<file path="config.mk">
export PLATFORM = sky130hd
export DESIGN_NAME = riscv_mmio_ctrl
export DESIGN_NICKNAME = d
export VERILOG_FILES = /design/src/rtl/riscv_mmio_ctrl.sv
export SDC_FILE = /design/constraint.sdc
export NUM_CORES = 1
export LEC_CHECK = 0
export BUFFER_PORTS_ARGS = -buffer_cell sky130_fd_sc_hd__buf_2
export CAP_MARGIN = 15
export CORE_MARGIN = 10
export CORE_UTILIZATION = 56
export DETAILED_ROUTE_END_ITERATION = 12
export PLACE_DENSITY = 0.79
export SLEW_MARGIN = 20
export SYNTH_ARGS = -nofsm -noshare
export SYNTH_HDL_FRONTEND = slang
export SYNTH_SLANG_ARGS = --single-unit
</file>
<file path="constraint.sdc">
create_clock -name clk -period 3.57 [get_ports clk]
set_clock_uncertainty 0.2 [all_clocks]
set_input_delay 0.5355 -clock clk [delete_from_list [all_inputs] [get_ports clk]]
set_output_delay 0.5355 -clock clk [all_outputs]
set_load 0.01 [all_outputs]
</file>
<file path="src/rtl/riscv_mmio_ctrl.sv">
// Memory-mapped I/O bridge between the core data port and inbound/outbound word streams.
// Optional stall-abort watchdog is compiled in with MMIO_TIMEOUT_EN.
module riscv_mmio_ctrl #(
    parameter logic [31:0] ADDR_IN   = 32'h0000_0100,
    parameter logic [31:0] ADDR_OUT  = 32'h0000_0104,
    parameter logic [31:0] ADDR_STAT = 32'h0000_0108,
    parameter int          DEPTH     = 4,
    parameter logic [15:0] TIMEOUT   = 16'd1000
) (
    input  logic        clk,
    input  logic        rst,
    input  logic [31:0] mem_addr,
    input  logic [31:0] mem_wdata,
    input  logic        mem_we,
    input  logic        mem_re,
    output logic [31:0] mem_rdata,
    output logic        stall,
    input  logic [31:0] in_data,
    input  logic        in_valid,
    output logic        in_ready,
    output logic [31:0] out_data,
    output logic        out_valid,
    input  logic        out_ready
);

    localparam int AW = $clog2(DEPTH);
    localparam int CW = AW + 1;
    localparam logic [CW-1:0] FULL_CNT = CW'(DEPTH);

    // Handshakes: a word moves on a rising edge where valid && ready are both high;
    // valid never waits on ready, and ready comes only from registered FIFO state.

    logic ld_in, st_out, ld_stat;
    logic want_stall, abort, stall_int, err;

    logic [31:0]   in_mem [DEPTH];
    logic [AW-1:0] in_wp, in_rp;
    logic [CW-1:0] in_cnt;
    logic          in_empty, in_full, in_push, in_pop;

    logic [31:0]   out_mem [DEPTH];
    logic [AW-1:0] out_wp, out_rp;
    logic [CW-1:0] out_cnt;
    logic          out_empty, out_full, out_push, out_pop;

    logic [31:0] status;

    // A simultaneous load and store strobe is decoded as a store only.
    assign ld_in   = mem_re && !mem_we && (mem_addr == ADDR_IN);
    assign ld_stat = mem_re && !mem_we && (mem_addr == ADDR_STAT);
    assign st_out  = mem_we && (mem_addr == ADDR_OUT);

    assign in_empty  = (in_cnt == '0);
    assign in_full   = (in_cnt == FULL_CNT);
    assign out_empty = (out_cnt == '0);
    assign out_full  = (out_cnt == FULL_CNT);

    assign want_stall = (ld_in && in_empty) || (st_out && out_full);
    assign stall_int  = want_stall && !abort;
    assign stall      = rst && stall_int;

    assign in_ready = rst && !in_full;
    assign in_push  = in_valid && in_ready;
    assign in_pop   = ld_in && !in_empty;

    assign out_valid = !out_empty;
    assign out_data  = out_empty ? 32'h0 : out_mem[out_rp];
    assign out_pop   = out_valid && out_ready;
    assign out_push  = st_out && !out_full;

    always_ff @(posedge clk or negedge rst) begin
        if (!rst) begin
            in_wp  <= '0;
            in_rp  <= '0;
            in_cnt <= '0;
        end else begin
            if (in_push) in_wp <= in_wp + AW'(1);
            if (in_pop)  in_rp <= in_rp + AW'(1);
            case ({in_push, in_pop})
                2'b10:   in_cnt <= in_cnt + CW'(1);
                2'b01:   in_cnt <= in_cnt - CW'(1);
                default: in_cnt <= in_cnt;
            endcase
        end
    end

    always_ff @(posedge clk) begin
        if (in_push) in_mem[in_wp] <= in_data;
    end

    always_ff @(posedge clk or negedge rst) begin
        if (!rst) begin
            out_wp  <= '0;
            out_rp  <= '0;
            out_cnt <= '0;
        end else begin
            if (out_push) out_wp <= out_wp + AW'(1);
            if (out_pop)  out_rp <= out_rp + AW'(1);
            case ({out_push, out_pop})
                2'b10:   out_cnt <= out_cnt + CW'(1);
                2'b01:   out_cnt <= out_cnt - CW'(1);
                default: out_cnt <= out_cnt;
            endcase
        end
    end

    always_ff @(posedge clk) begin
        if (out_push) out_mem[out_wp] <= mem_wdata;
    end

`ifdef MMIO_TIMEOUT_EN
    logic [15:0] tcnt;

    // Abort only ever fires while the blocking FIFO condition holds, so the
    // pop/push enables above already suppress the aborted access.
    assign abort = want_stall && (tcnt == TIMEOUT);

    always_ff @(posedge clk or negedge rst) begin
        if (!rst) begin
            tcnt <= '0;
            err  <= 1'b0;
        end else begin
            tcnt <= stall_int ? tcnt + 16'd1 : 16'd0;
            if (abort)        err <= 1'b1;
            else if (ld_stat) err <= 1'b0;
        end
    end
`else
    logic unused_timeout;

    assign abort          = 1'b0;
    assign err            = 1'b0;
    assign unused_timeout = ^TIMEOUT;
`endif

    assign status = {8'h00, 8'(out_cnt), 8'(in_cnt), 3'b000,
                     err, out_full, out_empty, in_full, in_empty};

    always_comb begin
        mem_rdata = 32'h0;
        if (rst) begin
            if (in_pop)       mem_rdata = in_mem[in_rp];
            else if (ld_stat) mem_rdata = status;
        end
    end

endmodule

</file>
==> results.py, run 1 <==
metrics = {
    "global_routing": {
        "grt_overflow": 0,
        "antenna_found_initial": 6,
        "track_usage_pct": 17.0,
        "grt_max_degree": 35,
        "grt_pass1_wl_um": 33000,
        "grt_pass1_vias": 6008,
    },
    "floorplan": {
        "start_util_pct": 57.3,
        "die_area_um2": 25100,
        "io_pins": 169,
        "die_w_um": 159,
        "core_um2": 18800,
        "die_h_um": 159,
        "rows": 50,
    },
    "timing": {
        "rsz0062_at_grt": "false",
        "final.setup.tns_ps": 0,
        "maxSlewHeadroom_pct": 44.2,
        "slew_violations": 0,
        "setup_violations": 0,
        "layout_min_cycle_time_ps": 3250,
        "hold_viol_final": 0,
        "finalCritPeriodShare_pct": 91.1,
        "worstMarginPinSlew_ps": 837,
        "fmax_mhz": 308,
        "finalWorstSetupSlack_ps": 319,
    },
    "clock_tree": {
        "cts_made_buffers": 26,
        "cts_tree": "built",
        "cts_buffer_depth": 3,
        "cts_sinks": 270,
        "worstSkewPairLatency_ps": 510,
        "htreeDepth": 1,
        "post_cts_buffers": 0,
        "clkTransAtPathRegs_ps": 60,
        "root_buffer": "clkbuf_16",
    },
    "final_layout": {
        "drive_above_1_share_pct": 41.5,
        "fillCellCount": 1214,
        "syn2layout_area_growth_pct": 19.5,
        "nets": 820,
    },
    "yosys": {
        "synthMostInstantiatedCell": "edfxtp_1",
        "synth_commonest_cells": "256 x edfxtp_1, 64 x mux4_2, 34 x and2_1",
        "yosysWarnings": 0,
        "yosysSeqAreaShare_pct": 74.7,
        "ys_async_sr_fraction_pct": 5.19,
        "yosys.cell_types.count": 37,
        "avgSynthCellArea_um2": 20.8,
        "syn_area_um2": 10800,
        "synth_top_area_share_pct": 71.5,
        "ys.flop_type": "edfxtp_1",
        "synth_seq_cells": 270,
        "netlist_instances": 517,
        "synth_edf_count": 256,
        "synthTopCellsByArea": "edfxtp_1 71%, mux4_2 13%, dfrtp_1 3.3%",
        "synth_top_area_cell": "edfxtp_1",
        "syn_nets": 631,
    },
    "placed_design": {
        "dp_slack_ps": 572,
        "io_buffer_count": 168,
        "hpwl_um": 14200,
        "gp_congestion": 0.815,
    },
    "routing": {
        "avgViaCountPerCell": 5.70,
        "wl_per_cell_um": 22.1,
        "drcViolationCount": 0,
        "drt_iter0_drc": 382,
        "drt_wl_total_um": 21300,
        "ant_nets": 0,
        "dr_total_vias": 5497,
        "dr.pass1.iters": 4,
    },
    "setup_path": {
        "critPathArrivalTime_ps": 2520,
        "start_kind": "register",
        "cp_max_fo": 24,
        "crit_type": "register to output port",
        "r2r_slack_ps": 980,
        "reg2regPathDepth": 10,
        "regToRegStartpoint": "in_cnt[0]",
        "end_kind": "output port",
        "required_ps": 2830,
        "crit_path_end": "mem_rdata[3]",
        "critPathLaunch": "in_rp[0]",
        "rr_endpoint": "in_cnt[2]",
    },
    "power_and_ir_drop": {
        "p_per_area_nw_per_um2": 644,
        "vdd.ir_drop.worst_mv": 0.452,
        "power.leakage_nw": 4.57,
    },
    "run": {
        "maxCapViolCount": 0,
    },
    "worst_hold_path": {
        "whs_path_depth": 1,
        "hp-start": "in_data[30]",
        "min_path_type": "input pin to register",
    },
    "status": {
        "status": "completed",
    },
}
## critical path: stages, from the launching register on
cell and delay (ps):
dfrtp_2 910, mux4_2 610, a22oi_1 230, nor2_1 100, buf_2 150
## worst min path at each step
stage	to	slack, ps
global route	in_mem[1][30]	20
CTS	in_mem[0][28]	10
global placement	out_rp[1]	260
floorplan	in_cnt[0]	40
finish	in_mem[1][30]	30
detailed placement	out_rp[1]	270
## cell usage in the layout (no fill, tap or decap), types with 2 or more instances in the layout
cell	synthesis	layout
and2_1	34	34
clkbuf_16	0	27
edfxtp_1	256	256
buf_4	0	12
nor4_4	2	2
nor4_2	5	5
bufinv_16	0	5
dfrtp_2	0	2
nand2_1	3	3
mux4_2	64	64
buf_2	9	168
xor2_1	7	7
and3_1	7	7
diode_2	0	4
and2_2	4	4
nand4_1	3	3
nor3_1	5	5
clkbuf_1	14	5
nor2b_1	21	21
mux2i_1	3	3
xnor2_1	5	5
ha_1	10	10
fa_1	2	2
inv_1	13	13
clkinv_1	0	8
a22oi_1	8	8
dfrtp_1	14	12
nor2_1	13	13
clkinv_2	0	2
buf_12	0	3
## sequential cells by signal, summed over array words and instances (netlist names)
| name | flops |
|---|---|
| in_mem | 128 |
| out_mem | 128 |
| in_cnt | 3 |
| out_cnt | 3 |
| in_rp | 2 |
| in_wp | 2 |
| out_rp | 2 |
| out_wp | 2 |
## cells by family after synthesis
family,count (synthesis),share of synthesized area (%)
compound gates,11,0.756
xor+xnor,12,0.977
fa+ha+maj,12,1.54
buf+inv,36,1.36
flops,270,74.7
mux,69,13.9
simple gates,107,6.70
## layout make-up
type	count	area (um^2)	share of cell area, %
timing repair buffer	184	1000	7.79
clock inverter	16	198	1.54
sequential	270	8040	62.5
antenna	4	10.0	0.0779
multi-input combinational	211	2570	20.0
tap	234	293	2.28
clock buffer	32	694	5.40
inverter	13	48.8	0.380
## repair_timing
item	in CTS	in global routing
gates resized for setup	0	0
hold buffers	1	0
endpoints found under the setup margin	0	0
hold endpoints to repair	14	0
## stage by stage
step | hold WS (ps) | power, mW | instances | utilization [%] | cell area, um^2
3_3_place_gp | 263 | 5.52 | 911 | 63.6 | 11900
5_1_grt | 22.5 | 8.66 | 961 | 68.5 | 12800
3_5_place_dp | 270 | 5.58 | 911 | 63.6 | 11900
6_report | 32.6 | 8.28 | 964 | 68.5 | 12900
2_1_floorplan | 39.9 | 4.95 | 517 | - | 10800
4_1_cts | 13.1 | 8.39 | 960 | 68.4 | 12800
## routing by layer
metal  vias up  part of all wire (%)  GRT usage [%]
li1       2468                     -              -
met2       195                    51           29.8
met3        41                   7.8           4.80
met1      2787                    39           20.5
met5         -                  0.21              0
met4         6                   1.8           3.84
## report_power, final
part,leakage [nW],switching [mW],internal [mW]
Combinational,1.66,0.839,0.816
Sequential,2.48,0.129,3.70
Clock,0.430,1.07,1.73
Total,4.57,2.04,6.25
No activity file was read; power rests on OpenSTA's default activity.
==> run 2, diff against run 1 <==
- ABC_AREA: default -> 1
==> run 2 against run 1 <==
Global-route usage increased by 0.83 points. Synthesized cell count is 85% higher. Clock power fell by 10%. Non-clock buffer count is 6 higher.
==> results.py, run 2 <==
metrics = {
    "status": {
        "status": "completed",
    },
    "routing": {
        "dr.pass1.iters": 5,
        "dr_total_vias": 7557,
        "wl_met2_um": 12500,
        "wl_met1_um": 9350,
        "wl_per_cell_um": 17.2,
        "dr.max_layer_used": "met5",
        "ant_nets": 0,
        "drcViolationCount": 0,
        "avgViaCountPerCell": 5.35,
        "drt_iter0_drc": 460,
        "dr_wl_met3_um": 1820,
        "drt_wl_total_um": 24300,
    },
    "final_layout": {
        "drive_above_1_share_pct": 22.9,
        "mostFrequentLayoutCell": "nor2_1",
        "mostFrequentLayoutCells": "274 x nor2_1, 256 x edfxtp_1, 168 x buf_2",
        "fin_cells": 1412,
        "largestRegisters": "in_mem (128), out_mem (128)",
        "regArea_um2": 8040,
        "nets": 1241,
        "fillCellCount": 1429,
        "syn2layout_area_growth_pct": 17.5,
        "multiInputGateArea_um2": 2860,
    },
    "yosys": {
        "yosysWarnings": 0,
        "synthMostInstantiatedCell": "nor2_1",
        "synth.area.mux_share_pct": 0,
        "synth_edf_count": 256,
        "synthAdderAreaFrac_pct": 1.47,
        "syn_area_um2": 11300,
        "synth-simple-area-share_pct": 12.9,
        "synth_top_area_share_pct": 68.2,
        "syn_nets": 1071,
        "synth-compound-area-share_pct": 9.87,
        "synth_xor_area_share_pct": 0.700,
        "synth_top_family_by_area": "simple AND/OR/NAND/NOR gates",
        "synthTopCellsByArea": "edfxtp_1 68%, nor2_1 9.4%, o21ai_0 5.9%",
        "yosysSeqAreaShare_pct": 71.3,
        "ys.flop_type": "edfxtp_1",
        "yosys.cell_types.count": 31,
        "netlist_instances": 957,
        "ys_async_sr_fraction_pct": 5.19,
        "synth_top_area_cell": "edfxtp_1",
        "synth_commonest_cells": "282 x nor2_1, 256 x edfxtp_1, 132 x o21ai_0",
        "synth_seq_cells": 270,
        "avgSynthCellArea_um2": 11.8,
    },
    "floorplan": {
        "io_pins": 169,
        "rows": 51,
        "core_um2": 19700,
        "die_area_um2": 26200,
        "start_util_pct": 57.3,
        "die_w_um": 162,
        "die_h_um": 162,
    },
    "setup_path": {
        "end_kind": "output port",
        "slowest_stage": "dfrtp_2",
        "critPathArrivalTime_ps": 2460,
        "r2r_slack_ps": 1070,
        "crit_buf_inv": 2,
        "start_kind": "register",
        "critical_path.top_delay_family": "buffers and inverters",
        "critPathMaxStageDelay_ps": 660,
        "crit_type": "register to output port",
        "path_common_cell": "nor2_1",
        "worstPathCellList": "buf_4 > nor2_1 > nor2_1 > o21ai_0 > a21oi_1 > buf_2",
        "cp_max_fo": 44,
        "required_ps": 2830,
    },
    "power_and_ir_drop": {
        "power_frac_seq_pct": 45.9,
        "p_comb_share_pct": 23.8,
        "power.internal_mw": 5.82,
        "swShare_pct": 29.8,
        "vdd.ir_drop.worst_mv": 0.396,
        "p_switching_mw": 2.47,
        "clkPwrFrac_pct": 30.3,
        "p_per_area_nw_per_um2": 626,
        "power.leakage_nw": 4.91,
    },
    "clock_tree": {
        "cts_buffer_depth": 3,
        "post_cts_buffers": 0,
        "cts-resized-gates": 0,
        "worstSkewPairLatency_ps": 530,
        "cts_tree": "built",
        "cts_made_buffers": 27,
        "htreeDepth": 1,
        "root_buffer": "clkbuf_16",
        "cts_sinks": 270,
        "clkTransAtPathRegs_ps": 60,
    },
    "placed_design": {
        "dp_cells": 1362,
        "hpwl_um": 15300,
        "io_buffer_count": 168,
        "dp_slack_ps": 668,
        "gp_congestion": 0.806,
    },
    "global_routing": {
        "grt_overflow": 0,
        "grt_max_degree": 66,
        "grt_pass1_vias": 7487,
        "grt_pass1_wl_um": 38000,
        "antenna_found_initial": 5,
        "track_usage_pct": 17.8,
    },
    "timing": {
        "setup_violations": 0,
        "layout_min_cycle_time_ps": 3200,
        "final.setup.tns_ps": 0,
        "slew_violations": 0,
        "fmax_mhz": 313,
        "holdWs_ps": 18.9,
        "worstMarginPinSlew_ps": 678,
        "rsz0062_at_grt": "false",
        "finalCritPeriodShare_pct": 89.6,
        "maxSlewHeadroom_pct": 54.8,
        "hold_viol_final": 0,
        "finalWorstSetupSlack_ps": 372,
    },
    "worst_hold_path": {
        "min_path_type": "input pin to register",
    },
    "run": {
        "maxCapViolCount": 0,
    },
}
run 2: timing repair:
item                                    CTS  global route
endpoints found under the setup margin    0             0
hold buffers                              1             0
endpoints found under the hold margin    14             0
run 2: area by class of cell:
cell class / count / share of cell area [%]
Sequential cell: 270 / 60.7
Multi-Input combinational cell: 585 / 21.6
Timing Repair Buffer: 190 / 7.71
Clock buffer: 34 / 5.30
Tap cell: 265 / 2.50
Inverter: 53 / 1.50
Clock inverter: 13 / 0.633
Antenna cell: 2 / 0.0378
run 2: path summary, 6_finish.rpt:
path,startpoint,to,cells after the start
setup / recovery,out_rp[0],out_data[22],6
hold / removal,in_data[30],in_mem[1][30],1
setup reg to reg,in_cnt[0],in_cnt[2],10
hold reg to reg,in_cnt[0],in_cnt[0],1
max in group asynchronous,rst,out_rp[0],3
min in group asynchronous,rst,out_cnt[2],3
run 2: cells by family (layout without fill, tap and decap cells):
group,after synthesis,after routing
fa+ha+maj,12,12
flops,270,270
other cells,0,2
buf+inv,102,290
simple gates,360,360
xor+xnor,9,9
compound gates,204,204
run 2: through the flow:
| stage | utilization [%] | power [mW] | area (um^2) |
|---|---|---|---|
| floorplan | - | 5.08 | 11300 |
| global placement | 63.3 | 5.81 | 12400 |
| detailed placement | 63.3 | 5.85 | 12400 |
| CTS | 67.3 | 8.35 | 13200 |
| global route | 67.4 | 8.71 | 13200 |
| finish | 67.4 | 8.29 | 13200 |
run 2: power groups by stage:
stage                     clock network (mW)  registers (mW)  logic (mW)
after floorplan                            0            3.81        1.27
after detailed placement                   0            3.87        1.98
after CTS                               2.55            3.81        1.99
after global placement                     0            3.86        1.95
final                                   2.51            3.81        1.97
after global routing                    2.68            3.82        2.21
run 2: routing by layer:
layer | GRT usage (%) | vias up
met2 | 32.0 | 228
met5 | 0 | -
met1 | 20.5 | 3614
li1 | - | 3662
met3 | 4.42 | 47
met4 | 5.62 | 6
==> run 3, diff against run 2 <==
- ABC_AREA: 1 -> default
- CTS_CLUSTER_SIZE: default -> 20
- RECOVER_POWER: default -> 50
==> run 3 against run 2 <==
Sequential share of layout area is 2.4 points higher. Final cell count down 32%. First-iteration DRC count is 15% lower. Total power is 0.35% lower. Wire length fell by 13%. Non-clock buffer count is 6 lower. Global-route usage is 0.83 points lower. Register-to-register slack worse by 750 ps. Via count fell by 27%. Critical endpoint is now out_mem[0][3]. Largest power group unchanged.
==> results.py, run 3 (synthesized netlist as in run 1, its figures left out) <==
metrics = {
    "setup_path": {
        "critical_path.top_delay_family": "simple AND/OR/NAND/NOR gates",
        "crit_buf_inv": 2,
        "critPathArrivalTime_ps": 3170,
        "cp_max_fo": 32,
        "critPathMaxStageDelay_ps": 910,
        "end_kind": "register",
        "worstPathCellList": "inv_1 > and3_1 > nor4_1 > and2_2 > clkbuf_2",
        "start_kind": "register",
        "required_ps": 3490,
        "crit_type": "register to register",
        "slowest_stage": "nor4_1",
    },
    "routing": {
        "drt_iter0_drc": 392,
        "dr.pass1.iters": 5,
        "avgViaCountPerCell": 5.71,
        "wl_per_cell_um": 22.1,
        "drcViolationCount": 0,
        "drt_wl_total_um": 21200,
        "ant_nets": 0,
        "dr_total_vias": 5483,
    },
    "global_routing": {
        "grt.busiest_layer": "met2",
        "grt_pass1_vias": 6008,
        "track_usage_pct": 17.0,
        "grt_overflow": 0,
        "met2_usage_pct": 29.8,
        "grt_max_degree": 35,
        "use_met1_pct": 20.5,
        "use_met3_pct": 4.80,
        "antenna_found_initial": 3,
        "grt_pass1_wl_um": 33000,
    },
    "clock_tree": {
        "cts_buffer_depth": 3,
        "worstSkewPairLatency_ps": 520,
        "root_buffer": "clkbuf_16",
        "htreeDepth": 1,
        "clkTransAtPathRegs_ps": 60,
        "cts_made_buffers": 26,
        "post_cts_buffers": 0,
        "cts_tree": "built",
        "cts_sinks": 270,
    },
    "timing": {
        "hold_viol_final": 0,
        "finalCritPeriodShare_pct": 91.0,
        "rsz0062_at_grt": "false",
        "worstMarginPinSlew_ps": 1110,
        "finalWorstSetupSlack_ps": 321,
        "setup_violations": 0,
        "final.setup.tns_ps": 0,
        "holdWs_ps": 75.0,
        "slew_violations": 0,
        "maxSlewHeadroom_pct": 25.2,
        "fmax_mhz": 308,
        "layout_min_cycle_time_ps": 3250,
    },
    "final_layout": {
        "largestRegisters": "in_mem (128), out_mem (128)",
        "drive_above_1_share_pct": 32.4,
        "regArea_um2": 8040,
        "nets": 820,
        "mostFrequentLayoutCells": "256 x edfxtp_1, 103 x buf_2, 70 x clkbuf_1",
        "multiInputGateArea_um2": 2550,
        "final_util_pct": 67.9,
        "mostFrequentLayoutCell": "edfxtp_1",
        "fin_cells": 961,
        "syn2layout_area_growth_pct": 18.4,
        "fillCellCount": 1248,
    },
    "floorplan": {
        "rows": 50,
        "io_pins": 169,
        "die_w_um": 159,
        "die_h_um": 159,
        "start_util_pct": 57.3,
        "core_um2": 18800,
        "die_area_um2": 25100,
    },
    "placed_design": {
        "gp_congestion": 0.815,
        "io_buffer_count": 168,
        "hpwl_um": 14200,
        "dp_cells": 911,
        "dp_slack_ps": 572,
    },
    "worst_hold_path": {
        "min_path_type": "input pin to register",
    },
    "power_and_ir_drop": {
        "power.leakage_nw": 4.38,
        "vdd.ir_drop.worst_mv": 0.452,
        "p_per_area_nw_per_um2": 649,
    },
    "run": {
        "maxCapViolCount": 0,
    },
    "status": {
        "status": "completed",
    },
}
-- run 3: final timing paths --
check / startpoint / to / slack [ps] / depth (start not counted)
min reg2reg: out_rp[1] / out_rp[1] / 280 / 1
min: in_data[20] / in_mem[0][20] / 80 / 1
max in group asynchronous: rst / out_rp[0] / 2550 / 3
max reg2reg: out_cnt[0] / out_mem[0][3] / 320 / 5
min in group asynchronous: rst / in_rp[1] / 380 / 3
max: out_cnt[0] / out_mem[0][3] / 320 / 5
-- run 3: per-layer routing --
metal,wire length (um),vias up
met3,1880,33
met1,8050,2778
met4,327,4
met2,11000,206
li1,-,2462
met5,32,-
-- run 3: area by class of cell --
type	count	area share [%]
Antenna cell	1	0.0196
Clock buffer	32	5.45
Clock inverter	16	1.55
Inverter	13	0.383
Multi-Input combinational cell	211	20.1
Sequential cell	270	63.1
Tap cell	234	2.30
Timing Repair Buffer	184	7.10
-- run 3: per-stage QoR --
step	power, mW	cell area, um^2
finish	8.26	12700
global route	8.65	12700
CTS	8.39	12800
detailed placement	5.58	11900
global placement	5.52	11900
floorplan	4.95	10800
-- run 3: power breakdown --
| group | total [mW] | internal (mW) | switching (mW) |
|---|---|---|---|
| registers | 3.82 | 3.70 | 0.126 |
| clock network | 2.80 | 1.73 | 1.06 |
| logic | 1.64 | 0.805 | 0.837 |
| total | 8.26 | 6.23 | 2.03 |
-- run 3: timing repair --
item / CTS / global route
hold endpoints to repair: 14 / 0
gates resized for setup: 0 / 0
hold buffers: 1 / 0
